[config.mk]
export PLATFORM = sky130hd
export DESIGN_NAME = pwm_dac_modulator
export DESIGN_NICKNAME = d
export VERILOG_FILES = /design/src/rtl/pwm_dac_modulator.sv
export SDC_FILE = /design/constraint.sdc
export NUM_CORES = 1
export LEC_CHECK = 0
export BUFFER_PORTS_ARGS = -buffer_cell sky130_fd_sc_hd__buf_2
export CAP_MARGIN = 20
export CORE_MARGIN = 2
export CORE_UTILIZATION = 40
export DETAILED_ROUTE_END_ITERATION = 16
export SYNTH_ARGS = -nofsm -noshare
export SYNTH_HDL_FRONTEND = slang
export SYNTH_SLANG_ARGS = --single-unit
[constraint.sdc]
create_clock -name clk -period 2.9 [get_ports clk]
set_input_delay 0.29 -clock clk [delete_from_list [all_inputs] [get_ports clk]]
set_output_delay 0.29 -clock clk [all_outputs]
set_load 0.005 [all_outputs]
[src/rtl/pwm_dac_modulator.sv]
// pwm_dac_modulator: turns 8-bit waveform samples into a PWM bitstream for
// an RC-filter DAC. A period is 256 count steps of PRESCALE clocks each; the
// output is high for the first duty steps of the period and low for the rest.
// A new sample is taken only at the start of a period, so mid-period changes
// on sample_in never distort the waveform already being emitted.
//
// Handshake: sample_in has no valid/ready pair. The upstream generator keeps
// sample_in stable and valid at all times; sample_req is a one-clock strobe,
// high in the clock after the edge that latched sample_in, telling upstream
// that it may advance to its next sample.
module pwm_dac_modulator #(
  parameter int PRESCALE = 1
) (
  input  logic       clk,
  input  logic       rst,
  input  logic       en,
  input  logic [7:0] sample_in,
  output logic       pwm_out,
  output logic       sample_req
);

  // Prescaler width covers 0..PRESCALE-1; keep at least one bit for PRESCALE=1.
  localparam int PW = (PRESCALE > 1) ? $clog2(PRESCALE) : 1;
  localparam logic [PW-1:0] PRE_MAX = PW'(PRESCALE - 1);

  logic [PW-1:0] pre_cnt;
  logic [7:0]    cnt;
  logic [7:0]    duty;

  logic          tick;
  logic          period_start;
  logic [7:0]    duty_eff;

  // Step and period-start qualifiers, plus the duty value that applies at
  // this edge (the incoming sample on a period start, else the latched one).
  always_comb begin
    tick         = en && (pre_cnt == PRE_MAX);
    period_start = en && (cnt == 8'd0) && (pre_cnt == '0);
    duty_eff     = period_start ? sample_in : duty;
  end

  // Counters, sample latch and registered outputs; reset beats enable, and a
  // disabled edge clears position so re-enable always begins a fresh period.
  always_ff @(posedge clk) begin
    if (!rst) begin
      pre_cnt    <= '0;
      cnt        <= 8'd0;
      duty       <= 8'd0;
      pwm_out    <= 1'b0;
      sample_req <= 1'b0;
    end else if (!en) begin
      pre_cnt    <= '0;
      cnt        <= 8'd0;
      pwm_out    <= 1'b0;
      sample_req <= 1'b0;
    end else begin
      if (tick) begin
        pre_cnt <= '0;
        cnt     <= cnt + 8'd1;
      end else begin
        pre_cnt <= pre_cnt + PW'(1);
      end
      if (period_start) begin
        duty <= sample_in;
      end
      sample_req <= period_start;
      pwm_out    <= (cnt < duty_eff);
    end
  end

endmodule

[Word-level counts from Yosys, hierarchy flattened]
Cells that the tools add are included.
Storage, ports and cells
  bits of input ports: 11
  output and inout port bits: 2
  bits in registers: 19
Operators by class
  muxes and demuxes: 1
  $lt $le $gt $ge: 1
  add/subtract/negate cells: 2
  reduce and logical (&&, ||, !) cells: 6
  bitwise gates (word level): 3
Operators with widths (number)
  adder 8 x 1 -> 8 bit (second input constant): 1
  zero test 8 bit: 1
  less-than comparator 8 bit: 1
  2-to-1 mux 8 bit: 1
  logical AND 1 bit: 3
  NOT 1 bit: 3
  OR reduction 3 bit: 1
  AND reduction 2 bit: 1
  adder 1 bit (second input constant): 1

[Depth between registers and ports, before layout]
Gate-level depths: netlist (run 1).
  depth in word-level cells: 5
  depth in mapped cells: 11
  gate-level depth less buffers: 10

[Worst setup path before layout (run 1)]
OpenSTA, ideal clock, no wires.
  path type: flip-flop to flip-flop
  start point: register cnt[1]
  end point: register pwm_out
  setup slack: 0.560 ns
  cell stages (with the launch flop): 12
  clock period less this slack: 2.340 ns
  data arrival time: 2.266 ns
  buffers on the path: 1
  data required time: 2.826 ns
  path through: dfxtp_1 -> inv_1 -> ha_1 -> nor2b_1 -> nand3_1 -> buf_6 -> mux2i_2 -> ha_1 -> and2_1 -> a2111oi_0 -> o21ai_0 -> o21ai_0
On the way
  word-level cells in the longest chain between the ends: 5
RTL lines
  start: declaration: RTL line 27  | logic [7:0] cnt;
  start signal: assignment: RTL line 59  | cnt <= cnt + 8'd1;
  zero test 8 bit: RTL line 38  | period_start = en && (cnt == 8'd0) && (pre_cnt == '0);
  logical AND 1 bit (2 in series): RTL line 38
  2-to-1 mux 8 bit
  less-than comparator 8 bit (*): RTL line 67  | pwm_out <= (cnt < duty_eff);
  end signal: assignment: RTL line 67
  end: declaration: RTL line 18  | output logic pwm_out,
Mark *: on every way between the ends. The rest lies on a longest branch, timed or not.
A chain may end at the register's enable or synchronous reset.

[Worst setup path after layout (run 1)]
Ends and elaborated chain as after synthesis.

==> results of run 1 <==
synth_stat cells (all sizes together):
| library cell | instances | area [um^2] |
|---|---|---|
| mux2i | 9 | 116 |
| nor3 | 3 | 15.0 |
| nor2b | 5 | 31.3 |
| and4b | 1 | 10.0 |
| conb | 1 | 3.75 |
| a21oi | 2 | 10.0 |
| ha | 9 | 113 |
| and4 | 2 | 18.8 |
| a21o | 2 | 15.0 |
| nand2 | 3 | 13.8 |
| and2 | 4 | 25.0 |
| dfxtp | 19 | 380 |
| nor2 | 17 | 63.8 |
| clkinv | 1 | 3.75 |
| xor2 | 5 | 43.8 |
| o21ai | 3 | 15.0 |
| nand2b | 1 | 6.26 |
| inv | 2 | 7.51 |
| nand4 | 2 | 12.5 |
| xnor2 | 1 | 8.76 |
| buf | 1 | 11.3 |
| nor4b | 1 | 23.8 |
| nand3 | 4 | 20.0 |
| a2111oi | 1 | 8.76 |
power by group:
| part | internal [uW] | switching (uW) | leakage, uW | total, uW |
|---|---|---|---|---|
| Clock | 51.4 | 82.6 | 0.0000177 | 134 |
| Sequential | 270 | 5.32 | 0.000155 | 276 |
| Combinational | 30.2 | 29.3 | 0.000318 | 59.5 |
layout by cell type, fill, tap and decap left out, types with 3 or more instances in the layout:
cell	netlist	routed
and2_1	4	4
nor3_1	3	3
dfxtp_1	19	19
clkbuf_4	0	3
buf_2	0	12
o21ai_0	3	3
nand3_1	4	3
ha_1	9	9
nor2b_1	5	5
mux2i_2	7	7
nor2_1	17	17
xor2_1	5	5
final cells by class:
class                   instances  area, um^2  share of cell area, %
clock buffers                   3        22.5                   2.03
flip-flops and latches         19         380                   34.3
repair buffers                 14        75.1                   6.76
multi-input cells              76         581                   52.3
clock inverters                 1        5.00                  0.451
inverters                       3        11.3                   1.01
well taps                      28        35.0                   3.16
registers in the layout, indices dropped and copies added, names as in the netlist:
signal and count:
duty 8, pwm_out 1, pre_cnt 1, sample_req 1
cnt 8
per-layer routing:
metal | global-route usage, % | share of wire, % | vias to the layer above
met5 | 0 | 0 | -
met4 | 7.69 | 0.94 | 0
met3 | 2.54 | 4.3 | 2
met2 | 23.3 | 45 | 16
met1 | 19.7 | 49 | 331
li1 | - | - | 372
path summary, 6_finish.rpt:
check,from,to,slack (ns),cells after the start
max,cnt[1]$_SDFFE_PN0P_,pwm_out$_SDFF_PN0_,0.33,10
min,sample_in[0],duty[0]$_SDFFE_PN0P_,0.24,3
max reg2reg,cnt[1]$_SDFFE_PN0P_,pwm_out$_SDFF_PN0_,0.33,10
min reg2reg,duty[7]$_SDFFE_PN0P_,duty[7]$_SDFFE_PN0P_,0.52,2
worst max-delay path: stages, from the launching register on:
cell       delay [ns]
dfxtp_1          0.39
inv_1            0.08
ha_1             0.12
nor2b_1          0.22
nand3_2          0.25
mux2i_2          0.27
ha_1             0.27
and2_1           0.16
a2111oi_1        0.48
o21ai_0          0.16
o21ai_0          0.09
cell families (layout without fill, tap and decap cells):
family | Yosys count | in the layout | synth area share, %
AND/OR/NAND/NOR | 43 | 43 | 24.6
flip-flops | 19 | 19 | 38.9
adder cells (fa/ha/maj) | 9 | 9 | 11.5
multiplexers | 9 | 9 | 11.9
AO/OA/AOI/OAI | 8 | 8 | 4.99
XOR/XNOR | 6 | 6 | 5.38
buffers and inverters | 4 | 21 | 2.30
other | 1 | 1 | 0.384
metrics by stage:
step / total power [uW] / setup slack, ns
after floorplan: 322 / 0.560
after global placement: 340 / 0.260
after detailed placement: 341 / 0.203
after CTS: 475 / 0.154
after global routing: 496 / 0.133
final: 469 / 0.334
repair_timing:
action | in CTS | in global routing
gates resized for setup | 0 | 2
endpoints found under the setup margin | 0 | 1
hold buffers | 0 | 0
==> flow_summary.toml, run 1 <==
[global_routing]
grt_pass1_vias = 685
grt_usage_pct = 15.0
grt_pass1_wl_um = 3040
antenna_found_initial = 0
grt_overflow = 0
grt_max_degree = 12

[outcome]
outcome = "complete, no violations"

[drt]
routed_wirelength_um = 1710
first_pass_iters = 4
drtIter0Drc = 10
via_per_inst = 5.01
vias = 721
wl_per_cell_um = 11.9
route.detailed.drc = 0
drt.antenna.violating_nets = 0

[timing]
max_freq_mhz = 390
final_max_slew_viol_count = 0
holdWs_ns = 0.245
finalSetupTns_ns = 0
layout_min_cycle_time_ns = 2.57
skew_ns = 0.000669
rsz0062_at_grt = "no"
setup_viol = 0
hold_viol = 0
fin_crit_sh_pct = 88.5

[die]
die_w_um = 53.4
die_h_um = 53.4
core_area_mm2 = 0.00225
std_cell_rows = 17
pin_count = 13
design.die.area_mm2 = 0.00285
start_util_pct = 43.3

[finish]
post-route-util_pct = 49.2
synthToLayoutAreaGrowth_pct = 13.6
stdcell_count = 144
antenna_cells = 0
drive_gt1_share_pct = 25.0
final.fill_count = 228
nets = 137
fin_area_mm2 = 0.00111

[placement]
numPortBuffers = 12
placed_cell_area_mm2 = 0.00108
dp_cells = 140
dp_hpwl_um = 1320
gp_congestion = 0.771

[synthesis]
syn_area_um2 = 977
syn_area_per_cell_um2 = 9.87
ys_ff_latch = 19
syn_inst = 99
synth.distinct_cells = 27
yosysSeqAreaShare_pct = 38.9
ys_warn_count = 0
syn_nets = 119

[setup_path]
critPathMaxFanout = 7
crit_path_end_kind = "register"
worstPathRequired_ns = 3.14
critPathKind = "reg -> reg"
critPathLaunchType = "register"
worstPathArrival_ns = 2.80

[clocking]
cts_made_buffers = 3
cts_sinks = 19
worstSkewPairLatency_ns = 0.30
cts_setup_buffers = 0
cts.clk_slew.worst_paths_ns = 0.11
cts_htree_levels = 1
cts_root_buf = "clkbuf_4"
tritoncts = "yes"
clockBufferDepth = 2

[flow_run]
drv_cap = 0

[min_path]
hold_class = "in -> reg"

[power]
ir_worst_vdd_uv = 228
power_density_mw_per_mm2 = 423
p_leak_uw = 0.000491
Note: power is estimated with default switching activity, not from simulation.
==> run 2, diff against run 1 <==
- REMOVE_ABC_BUFFERS: unset -> 1
==> run 2 against run 1 <==
Net effect:
- wire length down 0.59%
- hold slack worse by 0.017 ns
- via count down 1.9%
- register-to-register slack better by 0.03 ns
- setup slack better by 0.026 ns
- critical path depth unchanged
- non-clock buffer count unchanged
- final area down 0.11%
- combinational power about the same
- largest cell class unchanged
- global-route usage up 0.30 points
==> flow_summary.toml, run 2 (same netlist as run 1, synthesis figures left out) <==
[finish]
final_common_cell = "dfxtp_1"
top_regs = "cnt: 8 flops, duty: 8 flops"
nets = 137
final_cell_mix = "19 x dfxtp_1, 17 x nor2_1, 12 x buf_2"
synthToLayoutAreaGrowth_pct = 13.4
antenna_cells = 0
drive_gt1_share_pct = 24.1
stdcell_count = 144

[clocking]
cts_setup_buffers = 0
cts_made_buffers = 3
cts_htree_levels = 1
tritoncts = "yes"
cts_sinks = 19
worstSkewPairLatency_ns = 0.29
clockBufferDepth = 2
cts_root_buf = "clkbuf_4"
cts.clk_slew.worst_paths_ns = 0.10

[die]
start_util_pct = 43.3
design.die.area_mm2 = 0.00285
std_cell_rows = 17
die_w_um = 53.4
pin_count = 13
core_area_mm2 = 0.00225
die_h_um = 53.4

[drt]
met3WireLength_um = 75
routed_wirelength_um = 1700
route.detailed.drc = 0
first_pass_iters = 2
drtIter0Drc = 8
vias = 707
top_layer = "met4"
via_per_inst = 4.91
met2_wirelength_um = 730
wl_met1_um = 877
drt.antenna.violating_nets = 0
wl_per_cell_um = 11.8

[global_routing]
grt_pass1_wl_um = 3040
grt_max_degree = 11
grt_usage_pct = 15.3
grt_overflow = 0
grt_pass1_vias = 661
antenna_found_initial = 0

[timing]
skew_ns = 0.00310
max_freq_mhz = 394
layout_min_cycle_time_ns = 2.54
finalSetupTns_ns = 0
setup_viol = 0
hold_viol = 0
holdWs_ns = 0.227
final_max_slew_viol_count = 0
setup_ws_ns = 0.360
rsz0062_at_grt = "no"
fin_crit_sh_pct = 87.6

[setup_path]
r2r_slack_ns = 0.36
worstPathRequired_ns = 3.13
worstPathArrival_ns = 2.77
critPathKind = "reg -> reg"
critPathMaxFanout = 7
critPathLaunchType = "register"
crit_path_end_kind = "register"

[power]
p_leak_uw = 0.000488
power_density_mw_per_mm2 = 421
ir_worst_vdd_uv = 304

[min_path]
hold_class = "in -> reg"

[placement]
gp_congestion = 0.782
numPortBuffers = 12
dp_cells = 140
place_ws_ns = 0.194
dp_hpwl_um = 1280

[outcome]
outcome = "complete, no violations"

[flow_run]
drv_cap = 0
==> run 2: worst paths after layout <==
path                             start                    to  depth (start not counted)
setup / recovery   cnt[1]$_SDFFE_PN0P_    pwm_out$_SDFF_PN0_                         10
hold reg to reg   duty[3]$_SDFFE_PN0P_  duty[3]$_SDFFE_PN0P_                          2
hold / removal            sample_in[0]  duty[0]$_SDFFE_PN0P_                          3
setup reg to reg   cnt[1]$_SDFFE_PN0P_    pwm_out$_SDFF_PN0_                         10
==> run 2: metrics by stage <==
stage / util (%) / power, uW / cell area (um^2)
detailed placement: 47.7 / 341 / 1080
floorplan: - / 321 / 966
finish: 49.2 / 466 / 1110
global route: 49.2 / 500 / 1110
global placement: 47.7 / 340 / 1080
CTS: 48.9 / 477 / 1100
==> run 2: timing repair <==
| item | CTS | global route |
|---|---|---|
| resized for setup | 0 | 2 |
| endpoints found under the setup margin | 0 | 1 |
| hold buffers | 0 | 0 |
| endpoints found under the hold margin | 0 | 0 |
==> run 2: routing by layer <==
metal  GRT usage, %  vias up
met5              0        -
met4           5.13        0
met3           5.93        2
met2           24.5       10
met1           18.5      321
li1               -      374
==> run 2: power by group <==
part / switching [uW] / internal, uW / leakage [uW]
Combinational: 29.3 / 30.1 / 0.000318
Clock: 78.1 / 53.6 / 0.0000150
Sequential: 5.13 / 270 / 0.000155
Total: 112 / 354 / 0.000488
==> run 2: layout make-up <==
class,instances,area [um^2]
repair buffers,14,75.1
fillers,242,1150
flip-flops and latches,19,380
multi-input cells,76,581
inverters,3,11.3
well taps,28,35.0
clock buffers,4,26.3
==> run 2: critical path, stage by stage (launching register included) <==
cell	delay, ns
dfxtp_1	0.39
inv_1	0.08
ha_1	0.12
nor2b_1	0.22
nand3_2	0.25
mux2i_2	0.27
ha_1	0.26
and2_1	0.17
a2111oi_1	0.48
o21ai_0	0.15
o21ai_0	0.09
==> run 3, diff against run 2 <==
- BUFFER_PORTS_ARGS: -buffer_cell sky130_fd_sc_hd__buf_2 -> unset
- CAP_MARGIN: 20 -> 30
- DONT_BUFFER_PORTS: unset -> 1
- GPL_TIMING_DRIVEN: unset -> 0
==> run 3 against run 2 <==
Net effect:
- hold slack got worse by 0.084 ns
- combinational power fell by 17%
- power down 0.76%
- global-route usage down 1.3 points
- flip-flop and latch count stayed put
- non-clock buffer count shrank 14
- first-iteration DRC count is the same
- maximum frequency down 3.5%
- core utilization down 2.7 points
- clock power grew 5%
- register-to-register slack got worse by 0.09 ns
- cell count is 9.7% lower
==> flow_summary.toml, run 3 (same netlist as run 1, synthesis figures left out) <==
[finish]
synthToLayoutAreaGrowth_pct = 7.17
final.fill_count = 230
final_common_cell = "dfxtp_1"
drive_gt1_share_pct = 15.7
antenna_cells = 0
top_regs = "cnt: 8 flops, duty: 8 flops"
nets = 123
final_cell_mix = "19 x dfxtp_1, 17 x nor2_1, 9 x ha_1"

[power]
power_density_mw_per_mm2 = 442
switching_power_uw = 117
pwr-share-clk_pct = 29.7
seqPwrFrac_pct = 59.7
finalPower_uw = 463
p_comb_share_pct = 10.6
p_leak_uw = 0.000434
internal_power_uw = 346
ir_worst_vdd_uv = 207
p_sw_share_pct = 25.3

[die]
pin_count = 13
die_w_um = 53.4
start_util_pct = 43.3
std_cell_rows = 17
die_h_um = 53.4
core_area_mm2 = 0.00225
design.die.area_mm2 = 0.00285

[global_routing]
grt_max_degree = 12
grt_busiest_layer = "met2"
grt_pass1_wl_um = 2780
grt_use_met3_pct = 3.39
grt_pass1_vias = 660
grt_usage_pct = 14.0
grt_overflow = 0
grt_use_met1_pct = 15.9
met2_usage_pct = 23.7
antenna_found_initial = 0

[setup_path]
path_cells = "inv_1 -> ha_1 -> nor2b_1 -> nand3_4 -> mux2i_2 -> ha_1 -> and2_1 -> a2111oi_2 -> nand2_1 -> o21ai_0"
critPathSlowestCell = "a2111oi_2"
worstPathArrival_ns = 2.86
cp_top_family = "simple AND/OR/NAND/NOR gates"
critPathKind = "reg -> reg"
max_stage_delay_ns = 0.43
critPathLaunchType = "register"
critPathMaxFanout = 9
crit_path_end_kind = "register"
critPathBufInv = 1
cpMostUsedCell = "ha_1"
worstPathRequired_ns = 3.13

[timing]
skew_ns = 0.00246
layout_min_cycle_time_ns = 2.63
hold_viol = 0
setup_viol = 0
fin_crit_sh_pct = 90.7
final_max_slew_viol_count = 0
holdWs_ns = 0.143
rsz0062_at_grt = "no"
finalSetupTns_ns = 0
max_freq_mhz = 380

[outcome]
outcome = "complete, no violations"

[drt]
routed_wirelength_um = 1600
drt.antenna.violating_nets = 0
route.detailed.drc = 0
drtIter0Drc = 8
via_per_inst = 5.20
wl_per_cell_um = 12.3
vias = 676
first_pass_iters = 4

[clocking]
cts.clk_slew.worst_paths_ns = 0.11
tritoncts = "yes"
cts_hold_buf = 0
cts_root_buf = "clkbuf_4"
cts_made_buffers = 3
worstSkewPairLatency_ns = 0.30
clockBufferDepth = 2
cts_sinks = 19
cts_htree_levels = 1

[min_path]
hold_class = "in -> reg"

[flow_run]
drv_cap = 0

[placement]
gp_congestion = 0.741
numPortBuffers = 0
dp_hpwl_um = 1230
==> run 3: metal layers <==
layer / vias to the layer above / share of wire [%] / wire length [um]
met3: 5 / 3.2 / 51
met2: 11 / 47 / 745
li1: 346 / - / -
met4: 0 / 2.2 / 35
met1: 314 / 48 / 763
met5: - / 0 / 0
==> run 3: area by class of cell <==
cell class / instances / area, um^2 / share of cell area (%)
Tap cell: 28 / 35.0 / 3.35
Sequential cell: 19 / 380 / 36.3
Clock buffer: 3 / 22.5 / 2.15
Multi-Input combinational cell: 76 / 593 / 56.6
Clock inverter: 1 / 5.00 / 0.478
Inverter: 3 / 11.3 / 1.08
==> run 3: power by group through the flow <==
stage	logic (uW)	registers (uW)	clock network [uW]
final	49.2	276	138
after global routing	56.0	278	157
after CTS	47.9	276	142
after detailed placement	47.4	282	0
after global placement	45.9	282	0
after floorplan	39.5	281	0
==> run 3: path summary, 6_finish.rpt <==
| path | start | endpoint | slack, ns | cells after the start |
|---|---|---|---|---|
| worst max-delay path | cnt[1]$_SDFFE_PN0P_ | pwm_out$_SDFF_PN0_ | 0.27 | 10 |
| worst min-delay path | sample_in[1] | duty[1]$_SDFFE_PN0P_ | 0.14 | 2 |
| worst max register to register | cnt[1]$_SDFFE_PN0P_ | pwm_out$_SDFF_PN0_ | 0.27 | 10 |
| worst min register to register | duty[5]$_SDFFE_PN0P_ | duty[5]$_SDFFE_PN0P_ | 0.51 | 2 |
==> run 3: timing repair <==
action	4_1_cts	5_1_grt
setup endpoints to repair	1	1
buffers inserted	0	0
resized for setup	1	3
==> run 3: metrics by stage <==
step	util [%]	instances	area (um^2)	setup WS, ns
2_1_floorplan	-	98	966	0.334
3_3_place_gp	44.4	126	1000	-0.0966
3_5_place_dp	44.4	126	1000	-0.150
4_1_cts	45.8	130	1030	0.0404
5_1_grt	46.4	130	1050	0.0715
6_report	46.4	130	1050	0.269
